## config.mk

```make
export PLATFORM = sky130hd
export DESIGN_NAME = feistel_iter_core
export DESIGN_NICKNAME = d
export VERILOG_FILES = /design/src/rtl/feistel_iter_core.sv
export SDC_FILE = /design/constraint.sdc
export NUM_CORES = 1
export LEC_CHECK = 0
export CAP_MARGIN = 5
export CORE_UTILIZATION = 25
export DETAILED_ROUTE_END_ITERATION = 8
export PLACE_DENSITY = 0.42
export SETUP_SLACK_MARGIN = 0.05
export SLEW_MARGIN = 20
export SYNTH_ARGS = -nofsm -noshare
export SYNTH_HDL_FRONTEND = slang
export SYNTH_SLANG_ARGS = --single-unit
export TNS_END_PERCENT = 10
```

## constraint.sdc

```tcl
create_clock -name clk -period 12.2 [get_ports clk]
set_input_delay 3.05 -clock clk [delete_from_list [all_inputs] [get_ports clk]]
set_output_delay 3.05 -clock clk [all_outputs]
set_load 0.01 [all_outputs]
```

## src/rtl/feistel_iter_core.sv

```systemverilog
// feistel_iter_core
//
// Iterative Feistel block-cipher engine. The block is 64 bits, the key is 256 bits and each
// round uses a 16-bit subkey. The core applies one round per clock. Encrypt or decrypt is
// chosen per transaction. It sits between the data buffer and the output packer.
//
// Parameters
//   ROUNDS   number of Feistel rounds; legal range is 1..16.
//
// Ports
//   clk      system clock; all state updates happen on the rising edge.
//   rst_n    asynchronous active-low reset.
//   ivalid   upstream presents a block on idata/ikey/imode.
//   oready   core accepts a block on this edge when ivalid is also high.
//   idata    plaintext (encrypt) or ciphertext (decrypt).
//   ikey     key, sixteen 16-bit words k0..kf with k0 in [255:240] and kf in [15:0].
//   imode    0 = encrypt, 1 = decrypt.
//   ovalid   odata holds a finished result.
//   iready   downstream accepts odata.
//   odata    result block.
//   obusy    rounds are in progress.
//
// Notation
//   Kpre  = key[127:64]
//   Kpost = key[63:0]
//   SK(i) = key[255-16*i -: 16]
//   F(x,k) = rotl32(x + {k,k}, 5)
//
// Encryption
//   The input is pre-whitened with Kpre.
//   Round i uses SK(i).
//   The swapped halves are post-whitened with Kpost.
//
// Decryption
//   Decryption mirrors encryption.
//   The input is pre-whitened with Kpost.
//   Round i uses SK(ROUNDS-1-i).
//   The output is post-whitened with Kpre.

module feistel_iter_core #(
  parameter int unsigned ROUNDS = 8
) (
  input  logic         clk,
  input  logic         rst_n,
  input  logic         ivalid,
  output logic         oready,
  input  logic [63:0]  idata,
  input  logic [255:0] ikey,
  input  logic         imode,
  output logic         ovalid,
  input  logic         iready,
  output logic [63:0]  odata,
  output logic         obusy
);

  localparam logic [1:0] StIdle = 2'd0;
  localparam logic [1:0] StRun  = 2'd1;
  localparam logic [1:0] StDone = 2'd2;

  // Index of the final round.
  localparam logic [3:0] LastRnd = 4'(ROUNDS - 1);

  logic [1:0]   state_q, state_d;
  logic [31:0]  l_q, l_d;
  logic [31:0]  r_q, r_d;
  logic [255:0] key_q, key_d;
  logic         mode_q, mode_d;
  logic [3:0]   rnd_q, rnd_d;
  logic [63:0]  odata_q, odata_d;

  logic         accept;
  logic [63:0]  in_white;
  logic [63:0]  in_blk;
  logic [3:0]   sk_idx;
  logic [15:0]  subkey;
  logic [31:0]  f_sum;
  logic [31:0]  f_out;
  logic [31:0]  l_nxt;
  logic [31:0]  r_nxt;
  logic [63:0]  out_white;
  logic         last_rnd;

  // ---------------------------------------------------------------------------------------------
  // Handshake and status outputs
  // ---------------------------------------------------------------------------------------------

  // In DONE the core can take a new block on the same edge that the result leaves.
  assign oready = (state_q == StIdle) | ((state_q == StDone) & iready);
  assign accept = ivalid & oready;
  assign ovalid = (state_q == StDone);
  assign obusy  = (state_q == StRun);
  assign odata  = odata_q;

  // ---------------------------------------------------------------------------------------------
  // Input pre-whitening
  // ---------------------------------------------------------------------------------------------

  // Uses the live ikey/imode because this is the accept cycle.
  assign in_white = imode ? ikey[63:0] : ikey[127:64];
  assign in_blk   = idata ^ in_white;

  // ---------------------------------------------------------------------------------------------
  // Round datapath (works only on the captured key and mode)
  // ---------------------------------------------------------------------------------------------

  // Decrypt walks the subkeys in reverse.
  // LastRnd - rnd_q stays in 0..LastRnd because rnd_q never exceeds LastRnd.
  assign sk_idx = mode_q ? (LastRnd - rnd_q) : rnd_q;

  // Subkey i sits at bit offset 16*(15-i). For a 4-bit index, 15-i is the same as ~i.
  assign subkey = key_q[{~sk_idx, 4'b0000} +: 16];

  // Round function: a 32-bit add (carry discarded), then rotate left by 5.
  assign f_sum = r_q + {subkey, subkey};
  assign f_out = {f_sum[26:0], f_sum[31:27]};

  // One Feistel step: (L, R) <= (R, L ^ F(R, SK)).
  assign l_nxt = r_q;
  assign r_nxt = l_q ^ f_out;

  // Output post-whitening uses the opposite half of the key from pre-whitening.
  assign out_white = mode_q ? key_q[127:64] : key_q[63:0];
  assign last_rnd  = (rnd_q == LastRnd);

  // ---------------------------------------------------------------------------------------------
  // Next-state logic
  // ---------------------------------------------------------------------------------------------

  always_comb begin
    state_d = state_q;
    l_d     = l_q;
    r_d     = r_q;
    key_d   = key_q;
    mode_d  = mode_q;
    rnd_d   = rnd_q;
    odata_d = odata_q;

    case (state_q)
      StIdle: begin
        // Stay idle until a block is offered.
      end

      StRun: begin
        l_d = l_nxt;
        r_d = r_nxt;
        if (last_rnd) begin
          // The final halves are swapped on output, then post-whitened.
          odata_d = {r_nxt, l_nxt} ^ out_white;
          state_d = StDone;
        end else begin
          rnd_d = rnd_q + 4'd1;
        end
      end

      StDone: begin
        // Leave DONE only when the result is taken.
        // An accept below can override this and go straight back to RUN.
        if (iready) begin
          state_d = StIdle;
        end
      end

      default: begin
        state_d = StIdle;
      end
    endcase

    // A new block can arrive from IDLE, or from DONE as the old result leaves.
    if (accept) begin
      state_d = StRun;
      l_d     = in_blk[63:32];
      r_d     = in_blk[31:0];
      key_d   = ikey;
      mode_d  = imode;
      rnd_d   = 4'd0;
    end
  end

  // ---------------------------------------------------------------------------------------------
  // State registers
  // ---------------------------------------------------------------------------------------------

  always_ff @(posedge clk or negedge rst_n) begin
    if (!rst_n) begin
      state_q <= StIdle;
      l_q     <= '0;
      r_q     <= '0;
      key_q   <= '0;
      mode_q  <= 1'b0;
      rnd_q   <= '0;
      odata_q <= '0;
    end else begin
      state_q <= state_d;
      l_q     <= l_d;
      r_q     <= r_d;
      key_q   <= key_d;
      mode_q  <= mode_d;
      rnd_q   <= rnd_d;
      odata_q <= odata_d;
    end
  end

endmodule

```

==> impl_results.html, run 1 <==
<table>
<tr><th>Metric</th><th>Value</th></tr>
<tr><th colspan="2">Setup path</th></tr>
<tr><td>Cell with the largest stage delay on the worst path</td><td>sky130_fd_sc_hd__clkdlybuf4s50_1</td></tr>
<tr><td>Largest fanout of any net on the critical path</td><td>3</td></tr>
<tr><td>Arrival time of the worst setup path</td><td>roughly 4500 ps</td></tr>
<tr><td>Crit-path max cell delay</td><td>between 600 and 700 ps</td></tr>
<tr><td>Beginning of the critical path</td><td>iready</td></tr>
<tr><td>Library cell appearing most often on the critical path</td><td>sky130_fd_sc_hd__clkdlybuf4s50_1</td></tr>
<tr><td>Start of the worst register-to-register path</td><td>mode_q$_DFFE_PN0P_</td></tr>
<tr><td>Worst setup path end</td><td>oready</td></tr>
<tr><td>Worst setup EP type</td><td>primary output</td></tr>
<tr><td>Critical Path Source Type</td><td>input port</td></tr>
<tr><td>Category of the most critical setup path</td><td>input port to primary output</td></tr>
<tr><td>Reg-to-reg endpoint</td><td>odata[33]$_DFFE_PN0P_</td></tr>
<tr><td>List of cells traversed by the critical path</td><td>clkdlybuf4s50_1 &gt; inv_1 &gt; a21oi_1 &gt; clkdlybuf4s50_1</td></tr>
<tr><td>Flop2flop setup slack</td><td>about 5400 ps</td></tr>
<tr><td>Worst R2R Path Depth</td><td>18</td></tr>
<tr><td>Required time reported for the critical path endpoint</td><td>a little over 9000 ps</td></tr>
<tr><th colspan="2">STA</th></tr>
<tr><td>Final setup TNS</td><td>0 ps</td></tr>
<tr><td>Final worst path period share</td><td>around three fifths</td></tr>
<tr><td>Maximum frequency from static timing analysis</td><td>about 0.13 GHz</td></tr>
<tr><td>Final slew viol count</td><td>0</td></tr>
<tr><td>Smallest hold slack</td><td>between 400 and 500 ps</td></tr>
<tr><td>Smallest setup slack after layout</td><td>around 4700 ps</td></tr>
<tr><td>Unrepaired setup endpoints after global routing</td><td>no</td></tr>
<tr><td>Setup violations, final</td><td>0</td></tr>
<tr><td>Number of hold violations in the final report</td><td>0</td></tr>
<tr><td>Final worst clock skew</td><td>approximately 24 ps</td></tr>
<tr><td>Relative slew slack</td><td>around 29%</td></tr>
<tr><td>Tmin final</td><td>7520 ps</td></tr>
<tr><td>Least-Margin Pin Slew</td><td>roughly 1100 ps</td></tr>
<tr><th colspan="2">Clock tree</th></tr>
<tr><td>Setup Buffers After CTS</td><td>0</td></tr>
<tr><td>Number of clock sinks seen by CTS</td><td>391</td></tr>
<tr><td>Clk Latency, worst-skew pair</td><td>between 600 and 700 ps</td></tr>
<tr><td>Number of buffers inserted during clock tree synthesis</td><td>48</td></tr>
<tr><td>Maximum level of the CTS H-tree</td><td>2</td></tr>
<tr><td>Clk slew on worst S/H paths</td><td>approximately 60 ps</td></tr>
<tr><td>Post-CTS Hold Buffers</td><td>0</td></tr>
<tr><td>Library cell used as clock root buffer</td><td>sky130_fd_sc_hd__clkbuf_16</td></tr>
<tr><td>Deepest clock path buffer count</td><td>3</td></tr>
<tr><td>Clock tree from TritonCTS</td><td>done</td></tr>
<tr><td>Resized cells post-CTS</td><td>0</td></tr>
<tr><th colspan="2">Synthesis</th></tr>
<tr><td>Synth async-reset ratio</td><td>100%</td></tr>
<tr><td>Number of cells produced by synthesis</td><td>between 2000 and 2500</td></tr>
<tr><td>Syn nets</td><td>2617</td></tr>
<tr><td>Total of warnings raised by yosys</td><td>0</td></tr>
<tr><td>Synthesized area per cell</td><td>~9.4 um^2</td></tr>
<tr><td>Post-Synthesis Cell Area</td><td>21100 um^2</td></tr>
<tr><td>Top cell type by total area after synthesis</td><td>sky130_fd_sc_hd__dfrtp_1</td></tr>
<tr><td>Synth cell types</td><td>59</td></tr>
<tr><td>Area contributors post-synth</td><td>sky130_fd_sc_hd__dfrtp_1, sky130_fd_sc_hd__nand2_1, sky130_fd_sc_hd__mux4_2, sky130_fd_sc_hd__mux2i_1, sky130_fd_sc_hd__xnor2_1</td></tr>
<tr><td>Share of the yosys chip area belonging to registers</td><td>between 40% and 50%</td></tr>
<tr><td>Number of storage elements in the synthesis netlist</td><td>391</td></tr>
<tr><td>Area share of the leading cell type in the synthesized netlist</td><td>between 40% and 50%</td></tr>
<tr><td>Leading register cell type out of synthesis</td><td>sky130_fd_sc_hd__dfrtp_1</td></tr>
<tr><td>EDFF count, synth</td><td>0</td></tr>
<tr><th colspan="2">Floorplanning</th></tr>
<tr><td>Die X-Extent</td><td>about 300 um</td></tr>
<tr><td>Rows</td><td>about 110</td></tr>
<tr><td>Die height</td><td>around 290 um</td></tr>
<tr><td># IOs</td><td>roughly 400</td></tr>
<tr><td>Initial core utilization</td><td>around a quarter</td></tr>
<tr><td>Die Footprint</td><td>about 86000 um^2</td></tr>
<tr><td>Area of the core</td><td>~84000 um^2</td></tr>
<tr><th colspan="2">GRT</th></tr>
<tr><td>Pin count of the biggest net entering global routing</td><td>between 200 and 250</td></tr>
<tr><td>Sum of overflow across all layers after global routing</td><td>0</td></tr>
<tr><td>Total global-route track usage</td><td>21.4%</td></tr>
<tr><td>Via count of the first global-routing pass</td><td>18100</td></tr>
<tr><td>Wire length of the first global-routing pass</td><td>about 130 mm</td></tr>
<tr><td>Antenna violations before repair</td><td>20</td></tr>
<tr><th colspan="2">Routing</th></tr>
<tr><td>Number of DRC violations after detailed-routing iteration 0</td><td>roughly 1300</td></tr>
<tr><td>Detailed-routing iteration count for the pre-antenna-repair pass</td><td>5</td></tr>
<tr><td>Vias per cell</td><td>about 4.7</td></tr>
<tr><td>Number of nets still failing antenna checks after routing</td><td>0</td></tr>
<tr><td>DRT Wirelength</td><td>between 90 and 100 mm</td></tr>
<tr><td>Average wire length per cell after detail routing</td><td>about 25 um</td></tr>
<tr><td>Count of unresolved DRC violations after routing</td><td>0</td></tr>
<tr><td>Vias after detailed routing</td><td>roughly 18000</td></tr>
<tr><th colspan="2">Placed design</th></tr>
<tr><td>I/O Buffers</td><td>about 390</td></tr>
<tr><td>Last weighted congestion value of the routability-driven placer</td><td>~0.95</td></tr>
<tr><td>Worst slack at placement</td><td>4680 ps</td></tr>
<tr><td>Placed wire-length estimate after detailed placement</td><td>between 70 and 80 mm</td></tr>
<tr><th colspan="2">Outcome</th></tr>
<tr><td>Run status</td><td>finished, final reports clean</td></tr>
<tr><th colspan="2">Finish</th></tr>
<tr><td>Total area of multi-input combinational cells</td><td>roughly 11000 um^2</td></tr>
<tr><td>Final design utilization</td><td>between 30% and 40%</td></tr>
<tr><td>Ratio of cells with drive above 1 in the final layout</td><td>under 10%</td></tr>
<tr><td>Count of fill cells added during filler insertion</td><td>between 8000 and 9000</td></tr>
<tr><td>Synthesis-to-finish area growth</td><td>31.6%</td></tr>
<tr><td>Seq. cell area</td><td>roughly 10000 um^2</td></tr>
<tr><td>Net count, final</td><td>just under 3000</td></tr>
<tr><th colspan="2">Flow run</th></tr>
<tr><td>Max Cap Violations</td><td>0</td></tr>
<tr><th colspan="2">Worst hold path</th></tr>
<tr><td>Type of the worst min-delay path</td><td>flop to flop</td></tr>
</table>
metal layers:
metal | global-route usage, % | vias to the layer above | wire, um
met3 | 4.73 | 110 | 6070
met1 | 29.7 | 8755 | 41700
met5 | 0 | - | 176
met2 | 33.7 | 504 | 41800
li1 | - | 8182 | -
met4 | 5.07 | 26 | 2160
final cells by class:
class                           count  share of cell area [%]
Antenna cell                        8                  0.0720
Clock inverter                     20                   0.963
Multi-Input combinational cell   1721                    39.0
Sequential cell                   391                    35.2
Tap cell                         1080                    4.86
Clock buffer                       67                    5.09
Inverter                            9                   0.126
Timing Repair Buffer              409                    14.7
how the worst min path moves through the flow:
stage                            from                      to  slack (ps)  depth (start not counted)
3_3_place_gp   key_q[177]$_DFFE_PN0P_  key_q[177]$_DFFE_PN0P_         450                          2
4_1_cts        key_q[208]$_DFFE_PN0P_  key_q[208]$_DFFE_PN0P_         470                          2
3_5_place_dp   key_q[208]$_DFFE_PN0P_  key_q[208]$_DFFE_PN0P_         460                          2
2_1_floorplan  key_q[144]$_DFFE_PN0P_  key_q[144]$_DFFE_PN0P_         440                          2
6_report       key_q[224]$_DFFE_PN0P_  key_q[224]$_DFFE_PN0P_         470                          2
5_1_grt        key_q[162]$_DFFE_PN0P_  key_q[162]$_DFFE_PN0P_         490                          2
cell usage in the layout (no fill, tap or decap), types with 5 or more instances in the layout:
| cell type | instances |
|---|---|
| sky130_fd_sc_hd__a211oi_1 | 5 |
| sky130_fd_sc_hd__a21o_1 | 23 |
| sky130_fd_sc_hd__a21oi_1 | 23 |
| sky130_fd_sc_hd__a31oi_1 | 41 |
| sky130_fd_sc_hd__buf_4 | 16 |
| sky130_fd_sc_hd__bufinv_16 | 5 |
| sky130_fd_sc_hd__clkbuf_1 | 6 |
| sky130_fd_sc_hd__clkbuf_16 | 49 |
| sky130_fd_sc_hd__clkbuf_8 | 12 |
| sky130_fd_sc_hd__clkdlybuf4s50_1 | 389 |
| sky130_fd_sc_hd__clkinv_2 | 10 |
| sky130_fd_sc_hd__dfrtp_1 | 390 |
| sky130_fd_sc_hd__diode_2 | 8 |
| sky130_fd_sc_hd__ha_1 | 36 |
| sky130_fd_sc_hd__inv_1 | 8 |
| sky130_fd_sc_hd__mux2i_1 | 133 |
| sky130_fd_sc_hd__mux4_2 | 78 |
| sky130_fd_sc_hd__nand2_1 | 933 |
| sky130_fd_sc_hd__nand3_1 | 10 |
| sky130_fd_sc_hd__nor2_1 | 61 |
| sky130_fd_sc_hd__nor2b_1 | 7 |
| sky130_fd_sc_hd__o211ai_1 | 13 |
| sky130_fd_sc_hd__o21ai_0 | 98 |
| sky130_fd_sc_hd__o21ai_1 | 5 |
| sky130_fd_sc_hd__xnor2_1 | 115 |
| sky130_fd_sc_hd__xor2_1 | 79 |
per-stage QoR:
stage | cells | area (um^2)
4_1_cts | 3697 | 27800
2_1_floorplan | 2255 | 21100
5_1_grt | 3699 | 27800
6_report | 3705 | 27800
3_3_place_gp | 3610 | 26100
3_5_place_dp | 3610 | 26100
cells in the mapped netlist, types with 2 or more instances:
library cell	number
sky130_fd_sc_hd__o21ai_0	98
sky130_fd_sc_hd__nand4_1	2
sky130_fd_sc_hd__a31oi_1	41
sky130_fd_sc_hd__o21ai_1	5
sky130_fd_sc_hd__a311o_1	3
sky130_fd_sc_hd__ha_1	36
sky130_fd_sc_hd__o22ai_1	3
sky130_fd_sc_hd__nor2_1	61
sky130_fd_sc_hd__a211oi_1	5
sky130_fd_sc_hd__nor3b_1	4
sky130_fd_sc_hd__buf_1	8
sky130_fd_sc_hd__xor2_1	80
sky130_fd_sc_hd__mux4_2	78
sky130_fd_sc_hd__clkbuf_1	118
sky130_fd_sc_hd__and3_1	3
sky130_fd_sc_hd__a21o_1	23
sky130_fd_sc_hd__o21a_1	4
sky130_fd_sc_hd__o211ai_1	13
sky130_fd_sc_hd__a211oi_2	2
sky130_fd_sc_hd__xor2_2	2
sky130_fd_sc_hd__nand2b_1	2
sky130_fd_sc_hd__nor3_1	2
sky130_fd_sc_hd__o31a_1	2
sky130_fd_sc_hd__nand3_1	11
sky130_fd_sc_hd__dfrtp_1	391
sky130_fd_sc_hd__buf_2	6
sky130_fd_sc_hd__a22oi_1	2
sky130_fd_sc_hd__mux2i_1	133
sky130_fd_sc_hd__a21oi_2	2
sky130_fd_sc_hd__inv_1	8
sky130_fd_sc_hd__nand2_1	934
sky130_fd_sc_hd__o221ai_1	4
sky130_fd_sc_hd__a21oi_1	23
sky130_fd_sc_hd__xnor2_1	115
sky130_fd_sc_hd__nor2b_1	7
logic make-up (layout without fill, tap and decap cells):
family	count (synthesis)	count (layout)	synth area share, %
AO/OA/AOI/OAI	244	244	7.21
AND/OR/NAND/NOR	1031	1031	18.7
buffers and inverters	143	505	2.60
multiplexers	212	212	14.7
adder cells (fa/ha/maj)	37	37	2.23
XOR/XNOR	197	197	8.24
flip-flops	391	391	46.3
other	0	8	0
worst max-delay path: cells and delay by family:
| kind | cells | cell delay, ps |
|---|---|---|
| buf+inv | 3 | 1120 |
| compound gates | 1 | 300 |
flip-flops by register name, indices dropped and copies added (netlist names):
name / flops
key_q: 256
l_nxt: 32
odata: 64
l_q: 32
rnd_q: 4
state_q: 2
mode_q: 1
Power of run 1 is left out: the tool's default activity adds up to more than one toggle a clock period on the data nets, which glitch-free logic cannot reach.
==> inputs of run 2 (changes only) <==
PLACE_DENSITY = 0.44   (was 0.42)
clock period = 6.7 ns   (was 12.2 ns; I/O delays follow)
==> impl_results.html, run 2 (synthesized netlist as in run 1, its figures left out) <==
<table>
<tr><th>Metric</th><th>Value</th></tr>
<tr><th colspan="2">Outcome</th></tr>
<tr><td>Run status</td><td>finished, final reports clean</td></tr>
<tr><th colspan="2">Clock tree</th></tr>
<tr><td>Library cell used as clock root buffer</td><td>sky130_fd_sc_hd__clkbuf_16</td></tr>
<tr><td>Deepest clock path buffer count</td><td>3 (unchanged)</td></tr>
<tr><td>Number of buffers inserted during clock tree synthesis</td><td>50 (+4.2%)</td></tr>
<tr><td>Number of clock sinks seen by CTS</td><td>391 (unchanged)</td></tr>
<tr><td>Resized cells post-CTS</td><td>0 (unchanged)</td></tr>
<tr><td>Clk Latency, worst-skew pair</td><td>620 ps (about the same)</td></tr>
<tr><td>Maximum level of the CTS H-tree</td><td>2 (unchanged)</td></tr>
<tr><td>Setup Buffers After CTS</td><td>0 (unchanged)</td></tr>
<tr><td>Post-CTS Hold Buffers</td><td>0 (unchanged)</td></tr>
<tr><td>Clk slew on worst S/H paths</td><td>60 ps (about the same)</td></tr>
<tr><td>Clock tree from TritonCTS</td><td>done</td></tr>
<tr><th colspan="2">Setup path</th></tr>
<tr><td>Family with the most delay on the worst path</td><td>compound AO/OA/AOI/OAI gates</td></tr>
<tr><td>Flop2flop setup slack</td><td>1000 ps (-4360 ps)</td></tr>
<tr><td>Start of the worst register-to-register path</td><td>mode_q$_DFFE_PN0P_</td></tr>
<tr><td>Worst R2R Path Depth</td><td>15 (-3)</td></tr>
<tr><td>Required time reported for the critical path endpoint</td><td>7160 ps (-1990 ps)</td></tr>
<tr><td>Crit-path max cell delay</td><td>750 ps (+140 ps)</td></tr>
<tr><td>Arrival time of the worst setup path</td><td>6160 ps (+1690 ps)</td></tr>
<tr><td>Logic depth of the worst path, buffers included</td><td>15 (+11)</td></tr>
<tr><td>Buffers plus inverters on the worst setup path</td><td>1 (-2)</td></tr>
<tr><td>Library cell appearing most often on the critical path</td><td>sky130_fd_sc_hd__mux4_2</td></tr>
<tr><td>Largest fanout of any net on the critical path</td><td>24 (+21)</td></tr>
<tr><td>List of cells traversed by the critical path</td><td>xor2_4 &gt; buf_4 &gt; mux4_2 &gt; mux4_2 &gt; ha_1 &gt; nand2_1 &gt; o311ai_1 &gt; a221oi_2 &gt; o311a_2 &gt; o21ai_2 &gt; a311o_1 &gt; a211oi_2 &gt; xnor2_1 &gt; xor2_1 &gt; o21ai_1</td></tr>
<tr><td>Worst setup EP type</td><td>flop</td></tr>
<tr><td>Critical Path Source Type</td><td>flop</td></tr>
<tr><td>Category of the most critical setup path</td><td>flop to flop</td></tr>
<tr><td>Reg-to-reg endpoint</td><td>odata[32]$_DFFE_PN0P_</td></tr>
<tr><td>Cell with the largest stage delay on the worst path</td><td>sky130_fd_sc_hd__dfrtp_4</td></tr>
<tr><th colspan="2">GRT</th></tr>
<tr><td>Pin count of the biggest net entering global routing</td><td>156 (-24%)</td></tr>
<tr><td>Sum of overflow across all layers after global routing</td><td>0 (unchanged)</td></tr>
<tr><td>Total global-route track usage</td><td>22.8% (+1.4 points)</td></tr>
<tr><td>Wire length of the first global-routing pass</td><td>139 mm (+5.9%)</td></tr>
<tr><td>Via count of the first global-routing pass</td><td>18800 (+3.9%)</td></tr>
<tr><td>Antenna violations before repair</td><td>4 (-80%)</td></tr>
<tr><th colspan="2">Finish</th></tr>
<tr><td>Most used cells in the layout excluding fill and tap cells</td><td>sky130_fd_sc_hd__nand2_1, sky130_fd_sc_hd__dfrtp_1, sky130_fd_sc_hd__clkdlybuf4s50_1</td></tr>
<tr><td>Final design utilization</td><td>33.3% (+0.061 points)</td></tr>
<tr><td>Synthesis-to-finish area growth</td><td>31.9%</td></tr>
<tr><td>Most common cell after layout, fill and taps aside</td><td>sky130_fd_sc_hd__nand2_1</td></tr>
<tr><td>Ratio of cells with drive above 1 in the final layout</td><td>7.74% (+0.10 points)</td></tr>
<tr><td>Net count, final</td><td>2946 (+0.14%)</td></tr>
<tr><td>Count of fill cells added during filler insertion</td><td>8632 (-0.35%)</td></tr>
<tr><td>Number of flip-flops under the largest register name</td><td>256 (unchanged)</td></tr>
<tr><td>Final non-filler cell total</td><td>3703 (-0.054%)</td></tr>
<tr><td>Reg with most FFs</td><td>key_q</td></tr>
<tr><th colspan="2">Worst hold path</th></tr>
<tr><td>Depth of the worst hold-timing path</td><td>2 (unchanged)</td></tr>
<tr><td>Worst min-delay path startpoint</td><td>key_q[169]$_DFFE_PN0P_</td></tr>
<tr><td>Type of the worst min-delay path</td><td>flop to flop</td></tr>
<tr><td>Hold worst-path end</td><td>key_q[169]$_DFFE_PN0P_</td></tr>
<tr><th colspan="2">Routing</th></tr>
<tr><td>Number of DRC violations after detailed-routing iteration 0</td><td>1358 (+7.3%)</td></tr>
<tr><td>Detailed-routing iteration count for the pre-antenna-repair pass</td><td>5 (unchanged)</td></tr>
<tr><td>DRT Wirelength</td><td>98.1 mm (+6.8%)</td></tr>
<tr><td>Count of unresolved DRC violations after routing</td><td>0 (unchanged)</td></tr>
<tr><td>Average wire length per cell after detail routing</td><td>26.5 um (+6.8%)</td></tr>
<tr><td>Vias after detailed routing</td><td>17900 (+1.6%)</td></tr>
<tr><td>Number of nets still failing antenna checks after routing</td><td>0 (unchanged)</td></tr>
<tr><td>Vias per cell</td><td>4.82 (+1.7%)</td></tr>
<tr><th colspan="2">Floorplanning</th></tr>
<tr><td>Die height</td><td>293 um (unchanged)</td></tr>
<tr><td>Die Footprint</td><td>85600 um^2 (unchanged)</td></tr>
<tr><td>Area of the core</td><td>83600 um^2 (unchanged)</td></tr>
<tr><td># IOs</td><td>392 (unchanged)</td></tr>
<tr><td>Rows</td><td>106 (unchanged)</td></tr>
<tr><td>Initial core utilization</td><td>25.3% (unchanged)</td></tr>
<tr><td>Die X-Extent</td><td>293 um (unchanged)</td></tr>
<tr><th colspan="2">STA</th></tr>
<tr><td>Maximum frequency from static timing analysis</td><td>roughly 0.18 GHz</td></tr>
<tr><td>Relative slew slack</td><td>28.2% (-0.69 points)</td></tr>
<tr><td>Final worst path period share</td><td>roughly 85%</td></tr>
<tr><td>Final setup TNS</td><td>0 ps (unchanged)</td></tr>
<tr><td>Final slew viol count</td><td>0 (unchanged)</td></tr>
<tr><td>Least-Margin Pin Slew</td><td>1080 ps (+10.4 ps)</td></tr>
<tr><td>Setup violations, final</td><td>0 (unchanged)</td></tr>
<tr><td>Smallest setup slack after layout</td><td>1000 ps (-3680 ps)</td></tr>
<tr><td>Number of hold violations in the final report</td><td>0 (unchanged)</td></tr>
<tr><td>Final worst clock skew</td><td>31.5 ps (+7.47 ps)</td></tr>
<tr><td>Tmin final</td><td>about 5700 ps</td></tr>
<tr><td>Unrepaired setup endpoints after global routing</td><td>no</td></tr>
<tr><th colspan="2">Placed design</th></tr>
<tr><td>Worst slack at placement</td><td>1050 ps (-3620 ps)</td></tr>
<tr><td>Count of placed standard cells including taps</td><td>3612 (+0.055%)</td></tr>
<tr><td>Last weighted congestion value of the routability-driven placer</td><td>0.941 (-0.92%)</td></tr>
<tr><td>I/O Buffers</td><td>391 (unchanged)</td></tr>
<tr><td>Placed wire-length estimate after detailed placement</td><td>77.6 mm (+8.0%)</td></tr>
<tr><th colspan="2">Flow run</th></tr>
<tr><td>Max Cap Violations</td><td>0 (unchanged)</td></tr>
</table>
==> run 2: worst max-delay path by stage <==
stage                                   from               endpoint  slack, ps
after global placement    mode_q$_DFFE_PN0P_  odata[32]$_DFFE_PN0P_       1210
after CTS                 mode_q$_DFFE_PN0P_  l_nxt[30]$_DFFE_PN0P_       1010
final                     mode_q$_DFFE_PN0P_  odata[32]$_DFFE_PN0P_       1000
after detailed placement  mode_q$_DFFE_PN0P_  l_nxt[30]$_DFFE_PN0P_       1050
after floorplan           mode_q$_DFFE_PN0P_  odata[32]$_DFFE_PN0P_       1790
after global routing      mode_q$_DFFE_PN0P_  l_nxt[30]$_DFFE_PN0P_        760
==> run 2: area by class of cell <==
| cell class | instances | area, um^2 | share of cell area [%] |
|---|---|---|---|
| Antenna cell | 1 | 2.50 | 0.00899 |
| Clock buffer | 67 | 1410 | 5.05 |
| Clock inverter | 23 | 254 | 0.912 |
| Inverter | 9 | 35.0 | 0.126 |
| Multi-Input combinational cell | 1721 | 10800 | 38.9 |
| Sequential cell | 391 | 9790 | 35.2 |
| Tap cell | 1080 | 1350 | 4.85 |
| Timing Repair Buffer | 411 | 4170 | 15.0 |
==> run 2: routing by layer <==
metal | routed length, um | vias to the layer above | global-route usage, %
li1 | - | 8176 | -
met1 | 45300 | 9019 | 32.0
met2 | 44800 | 557 | 35.9
met3 | 4720 | 114 | 3.21
met4 | 3220 | 0 | 7.43
met5 | 0 | - | 0
==> run 2: worst register-to-register path, delay by kind of cell (launching register included) <==
family | cells | cell delay, ps
buffers and inverters | 1 | 480
AO/OA/AOI/OAI | 7 | 1830
flip-flops | 1 | 750
AND/OR/NAND/NOR | 1 | 90
XOR/XNOR | 3 | 920
multiplexers | 2 | 1140
adder cells (fa/ha/maj) | 1 | 350
==> run 2: stage by stage <==
step / hold slack (ps) / area (um^2)
after floorplan: 440 / 21100
after global placement: 455 / 26200
after detailed placement: 458 / 26200
after CTS: 473 / 27800
after global routing: 484 / 27800
final: 470 / 27800
Power of run 2 is left out for the same reason.
